--- src/rtl/pico_ctrl.sv ---
// Multi-cycle control unit for the pico-MIPS core: fetches into an instruction
// register, decodes it, and sequences the push-button handshake for IN.
module pico_ctrl #(
   parameter int IW = 20,
   parameter int RW = 3,
   parameter int N  = 8
) (
   input  logic          clk,
   input  logic          reset,
   input  logic [IW-1:0] instr,
   input  logic          zf,
   input  logic          btn,
   output logic [2:0]    alu_func,
   output logic [RW-1:0] rd_addr,
   output logic [RW-1:0] rs_addr,
   output logic [N-1:0]  imm,
   output logic          imm_sel,
   output logic          in_sel,
   output logic          reg_we,
   output logic          pc_inc,
   output logic          pc_load,
   output logic          out_we,
   output logic          halted,
   output logic [2:0]    state_dbg
);

   localparam logic [2:0] RA   = 3'd0;
   localparam logic [2:0] RB   = 3'd1;
   localparam logic [2:0] RADD = 3'd2;
   localparam logic [2:0] RSUB = 3'd3;
   localparam logic [2:0] RAND = 3'd4;
   localparam logic [2:0] ROR  = 3'd5;
   localparam logic [2:0] RXOR = 3'd6;
   localparam logic [2:0] RMUL = 3'd7;

   typedef enum logic [2:0] {
      S_FETCH        = 3'd0,
      S_EXEC         = 3'd1,
      S_WAIT_PRESS   = 3'd2,
      S_WAIT_RELEASE = 3'd3,
      S_HALT         = 3'd4
   } state_t;

   state_t        state_q, state_d;
   logic [3:0]    op_q, op_d;
   logic [RW-1:0] rd_q, rd_d;
   logic [RW-1:0] rs_q, rs_d;
   logic [N-1:0]  imm_q, imm_d;

   // Bits [9:8] of the instruction carry no meaning; RB is never issued here.
   logic unused_bits;
   assign unused_bits = ^{instr[9:8], RB};

   always_ff @(posedge clk or posedge reset) begin
      if (reset) begin
         state_q <= S_FETCH;
         op_q    <= '0;
         rd_q    <= '0;
         rs_q    <= '0;
         imm_q   <= '0;
      end else begin
         state_q <= state_d;
         op_q    <= op_d;
         rd_q    <= rd_d;
         rs_q    <= rs_d;
         imm_q   <= imm_d;
      end
   end

   assign rd_addr   = rd_q;
   assign rs_addr   = rs_q;
   assign imm       = imm_q;
   assign state_dbg = state_q;

   always_comb begin
      state_d  = state_q;
      op_d     = op_q;
      rd_d     = rd_q;
      rs_d     = rs_q;
      imm_d    = imm_q;
      alu_func = RA;
      imm_sel  = 1'b0;
      in_sel   = 1'b0;
      reg_we   = 1'b0;
      pc_inc   = 1'b0;
      pc_load  = 1'b0;
      out_we   = 1'b0;
      halted   = 1'b0;
      case (state_q)
         S_FETCH: begin
            op_d    = instr[19:16];
            rd_d    = instr[15:13];
            rs_d    = instr[12:10];
            imm_d   = instr[7:0];
            state_d = S_EXEC;
         end
         S_EXEC: begin
            state_d = S_FETCH;
            case (op_q)
               4'h0: pc_inc = 1'b1;
               4'h1, 4'h2: begin
                  alu_func = RADD;
                  imm_sel  = (op_q == 4'h2);
                  reg_we   = 1'b1;
                  pc_inc   = 1'b1;
               end
               4'h3, 4'h4: begin
                  alu_func = RSUB;
                  imm_sel  = (op_q == 4'h4);
                  reg_we   = 1'b1;
                  pc_inc   = 1'b1;
               end
               4'h5, 4'h6: begin
                  alu_func = RMUL;
                  imm_sel  = (op_q == 4'h6);
                  reg_we   = 1'b1;
                  pc_inc   = 1'b1;
               end
               4'h7, 4'h8, 4'h9: begin
                  alu_func = (op_q == 4'h7) ? RAND : (op_q == 4'h8) ? ROR : RXOR;
                  reg_we   = 1'b1;
                  pc_inc   = 1'b1;
               end
               // Branches compare rd and rs through the ALU; BNE flips the zf sense.
               4'hA, 4'hB: begin
                  alu_func = RSUB;
                  if (zf ^ (op_q == 4'hB)) pc_load = 1'b1;
                  else                     pc_inc  = 1'b1;
               end
               4'hC: pc_load = 1'b1;
               4'hD: state_d = S_WAIT_PRESS;
               4'hE: begin
                  out_we = 1'b1;
                  pc_inc = 1'b1;
               end
               default: state_d = S_HALT;
            endcase
         end
         S_WAIT_PRESS: begin
            if (btn) begin
               reg_we  = 1'b1;
               in_sel  = 1'b1;
               state_d = S_WAIT_RELEASE;
            end
         end
         S_WAIT_RELEASE: begin
            if (!btn) begin
               pc_inc  = 1'b1;
               state_d = S_FETCH;
            end
         end
         S_HALT: halted = 1'b1;
         default: state_d = S_FETCH;
      endcase
   end

endmodule
--- config.mk ---
export PLATFORM = sky130hd
export DESIGN_NAME = pico_ctrl
export DESIGN_NICKNAME = d
export VERILOG_FILES = /design/src/rtl/pico_ctrl.sv
export SDC_FILE = /design/constraint.sdc
export NUM_CORES = 1
export LEC_CHECK = 0
export CAP_MARGIN = 20
export CORE_MARGIN = 8
export CORE_UTILIZATION = 43
export DETAILED_ROUTE_END_ITERATION = 8
export GPL_ROUTABILITY_DRIVEN = 1
export PLACE_DENSITY_LB_ADDON = 0.25
export SLEW_MARGIN = 25
export SYNTH_ARGS = -nofsm -noshare
export SYNTH_HDL_FRONTEND = slang
export SYNTH_SLANG_ARGS = --single-unit
--- constraint.sdc ---
create_clock -name clk -period 4.1 [get_ports clk]
set_clock_uncertainty 0.15 [all_clocks]
set_input_delay 1.23 -clock clk [delete_from_list [all_inputs] [get_ports clk]]
set_output_delay 1.23 -clock clk [all_outputs]
set_load 0.01 [all_outputs]
* Yosys cells after proc, flatten, opt, wreduce, memory -nomap -nowiden
Cells that the tools add are included.
** Word-level totals
- Register bits :: 21
- Bits of input ports :: 24
- Output and inout port bits :: 27
- Word-level logic and storage cells :: 63
** Cells by class
- Equality and inequality tests :: 20
- Muxes and demuxes :: 24
- Bitwise logic cells :: 2
- Reductions and logical operators :: 12
** Operator list (number)
- equality test 4 bit (second input constant) :: 7
- equality test 4 x 3 -> 1 bit (second input constant) :: 4
- case mux 3 bit (5 select lines) :: 1
- OR reduction 14 bit :: 1
- case mux 3 bit (4 select lines) :: 1
- two-way mux 1 bit :: 11
- OR reduction 11 bit :: 1
- two-way mux 3 bit :: 3
- OR reduction 9 bit :: 1
- equality test 4 x 2 -> 1 bit (second input constant) :: 2
- case mux 1 bit (2 select lines) :: 4
- OR reduction 2 bit :: 4
- equality test 3 x 2 -> 1 bit (second input constant) :: 2
- case mux 3 bit (2 select lines) :: 1
- equality test 4 x 1 -> 1 bit (second input constant) :: 1
- logical NOT 4 bit :: 1
- two-way mux 2 bit :: 2
- inequality test 2 bit (second input constant) :: 2
- OR reduction 4 bit :: 1
- equality test 3 x 1 -> 1 bit (second input constant) :: 1
- equality test 3 bit (second input constant) :: 1
- logical NOT 3 bit :: 1
- case mux 1 bit (3 select lines) :: 1
- AND reduction 3 bit :: 1
- 3 further kinds :: 3

* Longest topological paths before layout
- Depth in word-level cells :: 5
- Depth in mapped cells :: 5
- Gate-level depth less buffers :: 3

* Worst setup path after synthesis
Ideal clock, no wire load.
- Path kind :: input-to-output
- Start :: input btn
- End :: output reg_we
- Arrival :: 1950 ps
- Required time :: 2720 ps
- Path slack :: 770 ps
- Stages on the path :: 2
- Path buffers :: 0
- Cells stage by stage :: nor4b_1 -> a31o_2
** Between the ends
- Word-level cells in the longest chain between the ends :: 2
** Ends and longest elaborated chain
- start: declaration :: RTL line 12 : input logic btn,
- two-way mux 1 bit :: RTL line 140 : if (btn) begin
- case mux 1 bit (2 select lines) :: RTL line 89 : case (state_q)
- end: declaration :: RTL line 19 : output logic reg_we,
No other way between the ends.

* Final worst setup path
- Start :: input btn
- End :: output in_sel
** Between the ends
- Word-level cells in the longest chain between the ends :: 2
** Ends and longest elaborated chain
- two-way mux 1 bit :: RTL line 140
- two-way mux 1 bit :: RTL line 89
- end: declaration :: RTL line 18 : output logic in_sel,
No other way between the ends.

==> impl_metrics.json <==
{
  "grt_antenna_before_repair": 0,
  "report.final.hold_viol_count": 0,
  "highest_achievable_clock_rate_ghz": 0.252,
  "dp_worst_setup_slack_ns": -0.0380,
  "timing.max_cap.violations": 0,
  "clk_pin_slew_worst_paths_ns": 0.11,
  "ioPinCount": 51,
  "synth_cells": 92,
  "gr-usage-all-layers_pct": 11.8,
  "synth.yosys.seq_area_share_pct": 48.6,
  "power_density_nw_per_um2": 842,
  "final_cells": 168,
  "routed_wirelength_um": 2550,
  "yosysWarningCount": 0,
  "synth.top_cells.by_area": "dfrtp_1, mux2_4, mux2_2",
  "synth_flop_cell": "dfrtp_1",
  "worstSetupStartpointType": "primary input",
  "final.min_clock_period_ns": 3.97,
  "die_area_um2": 4380,
  "cts-buffers-inserted": 3,
  "area.growth.synth_to_final_pct": 48.2,
  "run_status": "complete, no violations",
  "diode_count": 0,
  "yosysMostFrequentCell": "dfrtp_1",
  "synth.top_cell.area_share_pct": 48.6,
  "asyncSetResetFlopFracSynth_pct": 100,
  "synth-edff-count": 0,
  "hold_path_startpoint": "rd_addr[2]",
  "synth_seq_cells": 21,
  "finalWorstSetupSlack_ns": 0.128,
  "starting_density_of_the_core_pct": 44.5,
  "cts_num_sinks": 21,
  "path_class": "in2out",
  "grt_setup_unrepaired": "no",
  "layout.nets": 163,
  "leakage_nw": 0.700,
  "cts_tree": "yes",
  "endpoint_kind": "primary output",
  "share_of_cells_above_drive_strength_1_pct": 18.1,
  "r2r-start": "state_dbg[1]",
  "drt_drc_violations_left": 0,
  "dr_total_vias": 838,
  "cp.required_ns": 2.72,
  "syn_area_per_cell_um2": 11.8,
  "placed_cells": 164,
  "fp-row-count": 18,
  "relative_slew_margins_pct": 34.8,
  "core_area_um2": 2430,
  "sequential_cell_area_um2": 526,
  "detailedRoute.firstPassIterationCount": 4,
  "floorplan.die.height_um": 66.2,
  "finalInstanceArea_um2": 1600,
  "wire_per_inst_um": 15.2,
  "grt_max_degree": 22,
  "cts_buffer_depth": 2,
  "crit_fanout": 3,
  "timing_max_transition_violations_final": 0,
  "use_met2_pct": 19.1,
  "vias_in_the_first_global_route": 847,
  "die_width_um": 66.2,
  "arrival_ns": 2.59,
  "netlist_area_um2": 1080,
  "ctsHtreeMaxLevel": 1,
  "post-dp-hpwl_um": 2000,
  "number_of_buffers_added_to_fix_hold_violations_after_cts": 0,
  "placed_cell_area_um2": 1560,
  "timing_worst_slew_pin_value_ns": 0.975,
  "routed_via_density": 4.99,
  "grt_pass1_wl_um": 4040,
  "synth.lib_cells_used.distinct": 34,
  "use_met1_pct": 12.9,
  "post_synth_most_frequent_cells": "dfrtp_1, mux2_2, mux2_4",
  "worstSetupStartpoint": "btn",
  "vdd_ir_drop_max_uv": 509,
  "finalWeightedCongestion": 0.758,
  "multi_input_comb_area_um2": 512,
  "post-route-period-util_pct": 96.9,
  "port_buffers": 48,
  "grt_overflow_total": 0,
  "insertion_delay_ns": 0.30,
  "min-delay-path-class": "reg2reg",
  "antenna_left": 0,
  "gr-max-usage-layer": "met2",
  "setup_viol_count_final": 0,
  "syn-num-nets": 116,
  "synth_top_area_cell": "dfrtp_1",
  "ctsRootBufferMaster": "clkbuf_4",
  "dr_iter_0_viols": 35,
  "filler_cell_count": 221,
  "globalRouteMet3Util_pct": 7.12
}
final timing paths:
path | slack (ns) | to | cells after the start
setup / recovery | 0.13 | in_sel | 4
hold / removal | 0.37 | rd_addr[2] | 1
setup reg to reg | 2.08 | imm[4] | 2
hold reg to reg | 0.37 | rd_addr[2] | 1
max in group asynchronous | 2.09 | imm[2] | 2
min in group asynchronous | 1.23 | rd_addr[1] | 2
cell usage in the layout, fill, tap and decap left out, types with 2 or more instances in the layout:
cell type,instances
mux2_2,9
mux2_4,8
clkdlybuf4s50_1,45
inv_1,3
nand3_1,3
nor2_1,6
o21ai_0,3
nand2_1,5
dlymetal6s2s_1,2
clkbuf_4,3
dfrtp_1,21
nor2b_1,3
a21oi_1,4
cell type report:
class | instances | area share (%)
timing repair buffer | 49 | 30.7
sequential | 21 | 32.8
inverter | 3 | 0.702
multi-input combinational | 61 | 31.9
clock buffer | 4 | 1.64
tap | 30 | 2.34
cell families after synthesis:
family          Yosys count  synth area share [%]
compound gates           14                  8.32
xor+xnor                  2                  1.62
buf+inv                  10                  5.55
flops                    21                  48.6
mux                      17                  20.5
simple gates             28                  15.5
registers in the layout, indices dropped and copies added, names as in the netlist:
name and count:
op_q 4, rd_addr 3, state_dbg 3, rs_addr 3, imm 8
per-stage QoR:
stage | power [mW] | util, % | hold slack [ns] | setup TNS, ns
after floorplan | 0.934 | - | 0.389 | 0
after global placement | 1.24 | 64.1 | 0.343 | -0.0356
after detailed placement | 1.27 | 64.1 | 0.340 | -0.0389
after CTS | 1.37 | 65.4 | 0.375 | 0
after global routing | 1.44 | 65.9 | 0.383 | 0
final | 1.35 | 65.9 | 0.370 | 0
timing repair:
item / 4_1_cts / 5_1_grt
resized for setup: 2 / 3
gates cloned: 0 / 0
endpoints found under the hold margin: 0 / 0
buffers inserted: 0 / 0
setup endpoints to repair: 2 / 2
critical path, stage by stage:
cell	delay, ns
clkdlybuf4s50_1	0.50
nor4b_4	0.19
buf_4	0.14
clkdlybuf4s50_1	0.53
metal layers:
metal,routed length [µm],share of wire [%]
met1,980,38
met2,1290,50
met3,275,11
met4,9,0.35
met5,0,0
power breakdown:
group / leakage [nW] / switching (mW) / total (mW) / internal (mW)
Sequential: 0.250 / 0.132 / 0.445 / 0.313
Combinational: 0.435 / 0.312 / 0.808 / 0.496
Clock: 0.0150 / 0.0593 / 0.0972 / 0.0379
No activity file was read; power rests on OpenSTA's default activity.
==> RTL edit 1: new RTL, same settings <==
Register the inputs `instr`, `zf` and `btn` before use, without a reset. The logic sees them one clock later.
--- a/src/rtl/pico_ctrl.sv
+++ b/src/rtl/pico_ctrl.sv
@@ -41,6 +41,16 @@
       S_HALT         = 3'd4
    } state_t;
 
+   logic [IW-1:0] instr_q;
+   logic zf_q;
+   logic btn_q;
+
+   always_ff @(posedge clk) begin
+      instr_q <= instr;
+      zf_q    <= zf;
+      btn_q   <= btn;
+   end
+
    state_t        state_q, state_d;
    logic [3:0]    op_q, op_d;
    logic [RW-1:0] rd_q, rd_d;
@@ -49,7 +59,7 @@
 
    // Bits [9:8] of the instruction carry no meaning; RB is never issued here.
    logic unused_bits;
-   assign unused_bits = ^{instr[9:8], RB};
+   assign unused_bits = ^{instr_q[9:8], RB};
 
    always_ff @(posedge clk or posedge reset) begin
       if (reset) begin
@@ -88,10 +98,10 @@
       halted   = 1'b0;
       case (state_q)
          S_FETCH: begin
-            op_d    = instr[19:16];
-            rd_d    = instr[15:13];
-            rs_d    = instr[12:10];
-            imm_d   = instr[7:0];
+            op_d    = instr_q[19:16];
+            rd_d    = instr_q[15:13];
+            rs_d    = instr_q[12:10];
+            imm_d   = instr_q[7:0];
             state_d = S_EXEC;
          end
          S_EXEC: begin
@@ -124,7 +134,7 @@
                // Branches compare rd and rs through the ALU; BNE flips the zf sense.
                4'hA, 4'hB: begin
                   alu_func = RSUB;
-                  if (zf ^ (op_q == 4'hB)) pc_load = 1'b1;
+                  if (zf_q ^ (op_q == 4'hB)) pc_load = 1'b1;
                   else                     pc_inc  = 1'b1;
                end
                4'hC: pc_load = 1'b1;
@@ -137,14 +147,14 @@
             endcase
          end
          S_WAIT_PRESS: begin
-            if (btn) begin
+            if (btn_q) begin
                reg_we  = 1'b1;
                in_sel  = 1'b1;
                state_d = S_WAIT_RELEASE;
             end
          end
          S_WAIT_RELEASE: begin
-            if (!btn) begin
+            if (!btn_q) begin
                pc_inc  = 1'b1;
                state_d = S_FETCH;
             end
Function: changed (a bounded check fails within 4 cycles, from zero or initial values and one cycle with reset high).
==> RTL edit 1 against the original RTL <==
Worst hold slack lost 0.078 ns; sequential cell count up 20; worst setup slack better by 0.57 ns; total power up 29%; largest cell class unchanged; critical endpoint is now pc_inc; cell area grew 29%; final cell count rose by 26%; sequential power is 46% higher; highest routed layer unchanged; synthesized area is 39% higher; wire length up 17%; critical path depth unchanged.
==> RTL edit 1: results <==
cells_and_area:
  nets: 188
  layout-drive-gt1-share_pct: 17.0
  largest_reg_flops: 18
  fillCellCount: 290
pwr:
  ir_drop_mv: 0.517
  powerSeq_uw: 650
  power.total_mw: 1.74
  p_leak_nw: 0.895
  pg_clk_uw: 189
  intPower_mw: 1.14
clocking:
  htree_levels: 2
  numCtsBuffers: 5
  clock_latency_ns: 0.35
  cts-root-buf: "clkbuf_4"
  postCtsResizedCells: 0
  cts_setup_buffers: 0
placement:
  gp_congestion: 0.788
  dp_cells: 203
  place_hpwl_um: 2250
  dp_slack_ns: 1.06
logic_synthesis:
  yosysSeqAreaShare_pct: 61.4
  synth_compound_area_share_pct: 5.31
  synth.mux.area_fraction_pct: 16.6
  synthDistinctLibCells: 35
  synth_xor_area_share_pct: 1.16
  synth_area_leaders: "dfrtp_1, dfxtp_1, mux2_4"
  netlist_instances: 113
  synth_nets: 137
  synth_async_sr_flop_share_pct: 51.2
  ys_top_cells_by_count: "dfrtp_1, dfxtp_1, mux2_4"
  synthAdderAreaFrac_pct: 0
detailed_routing:
  wl_per_cell_um: 14.2
  vias: 993
  vias_per_cell: 4.71
  dr.pass1.iters: 4
  drtIter0Drc: 42
hold_path:
  hold_path.class: "reg2reg"
setup_path:
  crit_fanout: 9
  critical-path-max-stage-delay_ns: 0.59
  cp_data_arrival_time_ns: 2.02
  reg2reg_setup_slack_ns: 2.10
  cp_slowest_cell: "clkdlybuf4s50_1"
  cp_top_family: "buffers and inverters"
sta:
  tightestPinTransition_ns: 0.779
  period_minus_slack_ns: 3.40
global_route:
  grt_max_degree: 22
  grt_usage_pct: 11.8
  grt_first_pass_wirelength_um: 4960
  grt_pass1_vias: 1044
run_status:
  status: "finished, final reports clean"
==> RTL edit 1: cell count changes after synthesis, sizes merged, moves of 2 or more <==
cell    unedited run  this run
nand3b             0         2
dfxtp              0        20
nor2b              3         1
nand2              5         7
or3                1         3
==> RTL edit 1: stage by stage <==
stage	hold WS [ns]	area, µm²
2_1_floorplan	0.258	1510
3_3_place_gp	0.269	2010
3_5_place_dp	0.276	2030
4_1_cts	0.297	2080
5_1_grt	0.307	2080
6_report	0.292	2080
==> RTL edit 1: final timing paths <==
| check | startpoint | end | cells past startpoint |
|---|---|---|---|
| min reg2reg | instr_q[19]$_DFF_P_ | op_q[3]$_DFFE_PP0P_ | 2 |
| max | state_dbg[2]$_DFFE_PP0P_ | pc_inc | 4 |
| max reg2reg | state_dbg[2]$_DFFE_PP0P_ | imm[7]$_DFFE_PP0P_ | 4 |
| max in group asynchronous | reset | state_dbg[0]$_DFFE_PP0P_ | 2 |
| min | instr_q[19]$_DFF_P_ | op_q[3]$_DFFE_PP0P_ | 2 |
| min in group asynchronous | reset | imm[3]$_DFFE_PP0P_ | 2 |
==> RTL edit 1: kinds of logic after synthesis <==
family                 count (synthesis)
AO/OA/AOI/OAI                         13
XOR/XNOR                               2
buffers and inverters                 10
flip-flops                            41
multiplexers                          17
AND/OR/NAND/NOR                       30
==> RTL edit 1: cell type report <==
cell class	instances	area, µm²	area share, %
well taps	46	57.6	2.77
clock buffers	6	41.3	1.99
inverters	4	15.0	0.723
multi-input cells	62	524	25.2
clock inverters	2	10.0	0.482
flip-flops and latches	41	926	44.6
repair buffers	50	503	24.2
==> RTL edit 1: metal layers <==
metal,vias up,wire [µm],track usage [%]
met3,6,357,7.32
met4,0,44,4.48
met5,-,0,0
met2,39,1420,18.5
met1,465,1170,12.6
li1,483,-,-
==> RTL edit 2: new RTL, same settings <==
Made on the original files. `op_q` and `imm_q` no longer have a reset.
--- a/src/rtl/pico_ctrl.sv
+++ b/src/rtl/pico_ctrl.sv
@@ -54,17 +54,18 @@
    always_ff @(posedge clk or posedge reset) begin
       if (reset) begin
          state_q <= S_FETCH;
-         op_q    <= '0;
          rd_q    <= '0;
          rs_q    <= '0;
-         imm_q   <= '0;
       end else begin
          state_q <= state_d;
-         op_q    <= op_d;
          rd_q    <= rd_d;
          rs_q    <= rs_d;
-         imm_q   <= imm_d;
       end
+   end
+
+   always_ff @(posedge clk) begin
+      op_q  <= op_d;
+      imm_q <= imm_d;
    end
 
    assign rd_addr   = rd_q;
Function: changed (Yosys sat finds a counterexample within 4 cycles, from zero or initial values and one cycle with reset high).
==> RTL edit 2 against the original RTL <==
Worst setup slack got worse by 0.012 ns; synthesized area decreased by 9.4%; total power decreased by 19%; critical path depth increased by 1; register-to-register slack improved by 0.11 ns; maximum frequency decreased by 0.31%; final cell count decreased by 8.9%; cell area decreased by 7.0%; sequential cell count unchanged; worst hold slack got worse by 0.0025 ns; wire length decreased by 12%; global-route usage decreased by 0.18 points.
==> RTL edit 2: results <==
pwr:
  p_leak_nw: 0.591
  switchingPower_uw: 391
  power.density_mw_per_mm2: 735
  ir_drop_mv: 0.455
  power.total_mw: 1.10
logic_synthesis:
  netlist_instances: 78
  synthDistinctLibCells: 31
  synth_area_leaders: "edfxtp_1, dfrtp_1, mux2_2"
  synth_async_sr_flop_share_pct: 42.9
sta:
  whs_ns: 0.368
placement:
  place_hpwl_um: 1830
  gp_congestion: 0.731
cells_and_area:
  buffers: 48
  multi_input_area_um2: 344
  num-multi-input-gates: 48
  seq_cells: 21
  buffer_area_share_pct: 32.6
  clk_share_pct: 1.76
  inverters: 4
global_route:
  met3_usage_pct: 5.05
  grt_pass1_vias: 816
  grt_usage_pct: 11.6
  met1_usage_pct: 11.4
  grt_max_degree: 19
run_status:
  status: "finished, final reports clean"
detailed_routing:
  wl_per_cell_um: 14.8
  wl_met2_um: 1250
  vias: 754
  drtIter0Drc: 30
  met1_length_um: 786
clocking:
  postCtsResizedCells: 0
setup_path:
  rr_startpoint: "state_dbg[2]$_DFFE_PP0P_"
hold_path:
  min_from: "rs_addr[0]$_DFFE_PP0P_"
-- RTL edit 2: final timing paths --
path | endpoint | cells after the start
worst max-delay path | reg_we | 5
min in group asynchronous | rd_addr[2]$_DFFE_PP0P_ | 2
worst min-delay path | rs_addr[0]$_DFFE_PP0P_ | 1
max in group asynchronous | state_dbg[2]$_DFFE_PP0P_ | 2
worst max register to register | rd_addr[2]$_DFFE_PP0P_ | 2
worst min register to register | rs_addr[0]$_DFFE_PP0P_ | 1
-- RTL edit 2: kinds of logic (layout without fill, tap and decap cells) --
group / count (synthesis) / in the layout / synth area share [%]
buffers and inverters: 9 / 56 / 5.74
AO/OA/AOI/OAI: 11 / 11 / 7.14
flip-flops: 21 / 21 / 59.7
multiplexers: 7 / 7 / 7.91
XOR/XNOR: 2 / 2 / 1.79
AND/OR/NAND/NOR: 28 / 28 / 17.7
-- RTL edit 2: worst max-delay path: cells and delay by family --
family                 cells  cell delay (ns)
AO/OA/AOI/OAI              1             0.11
AND/OR/NAND/NOR            2             0.23
buffers and inverters      2             1.03
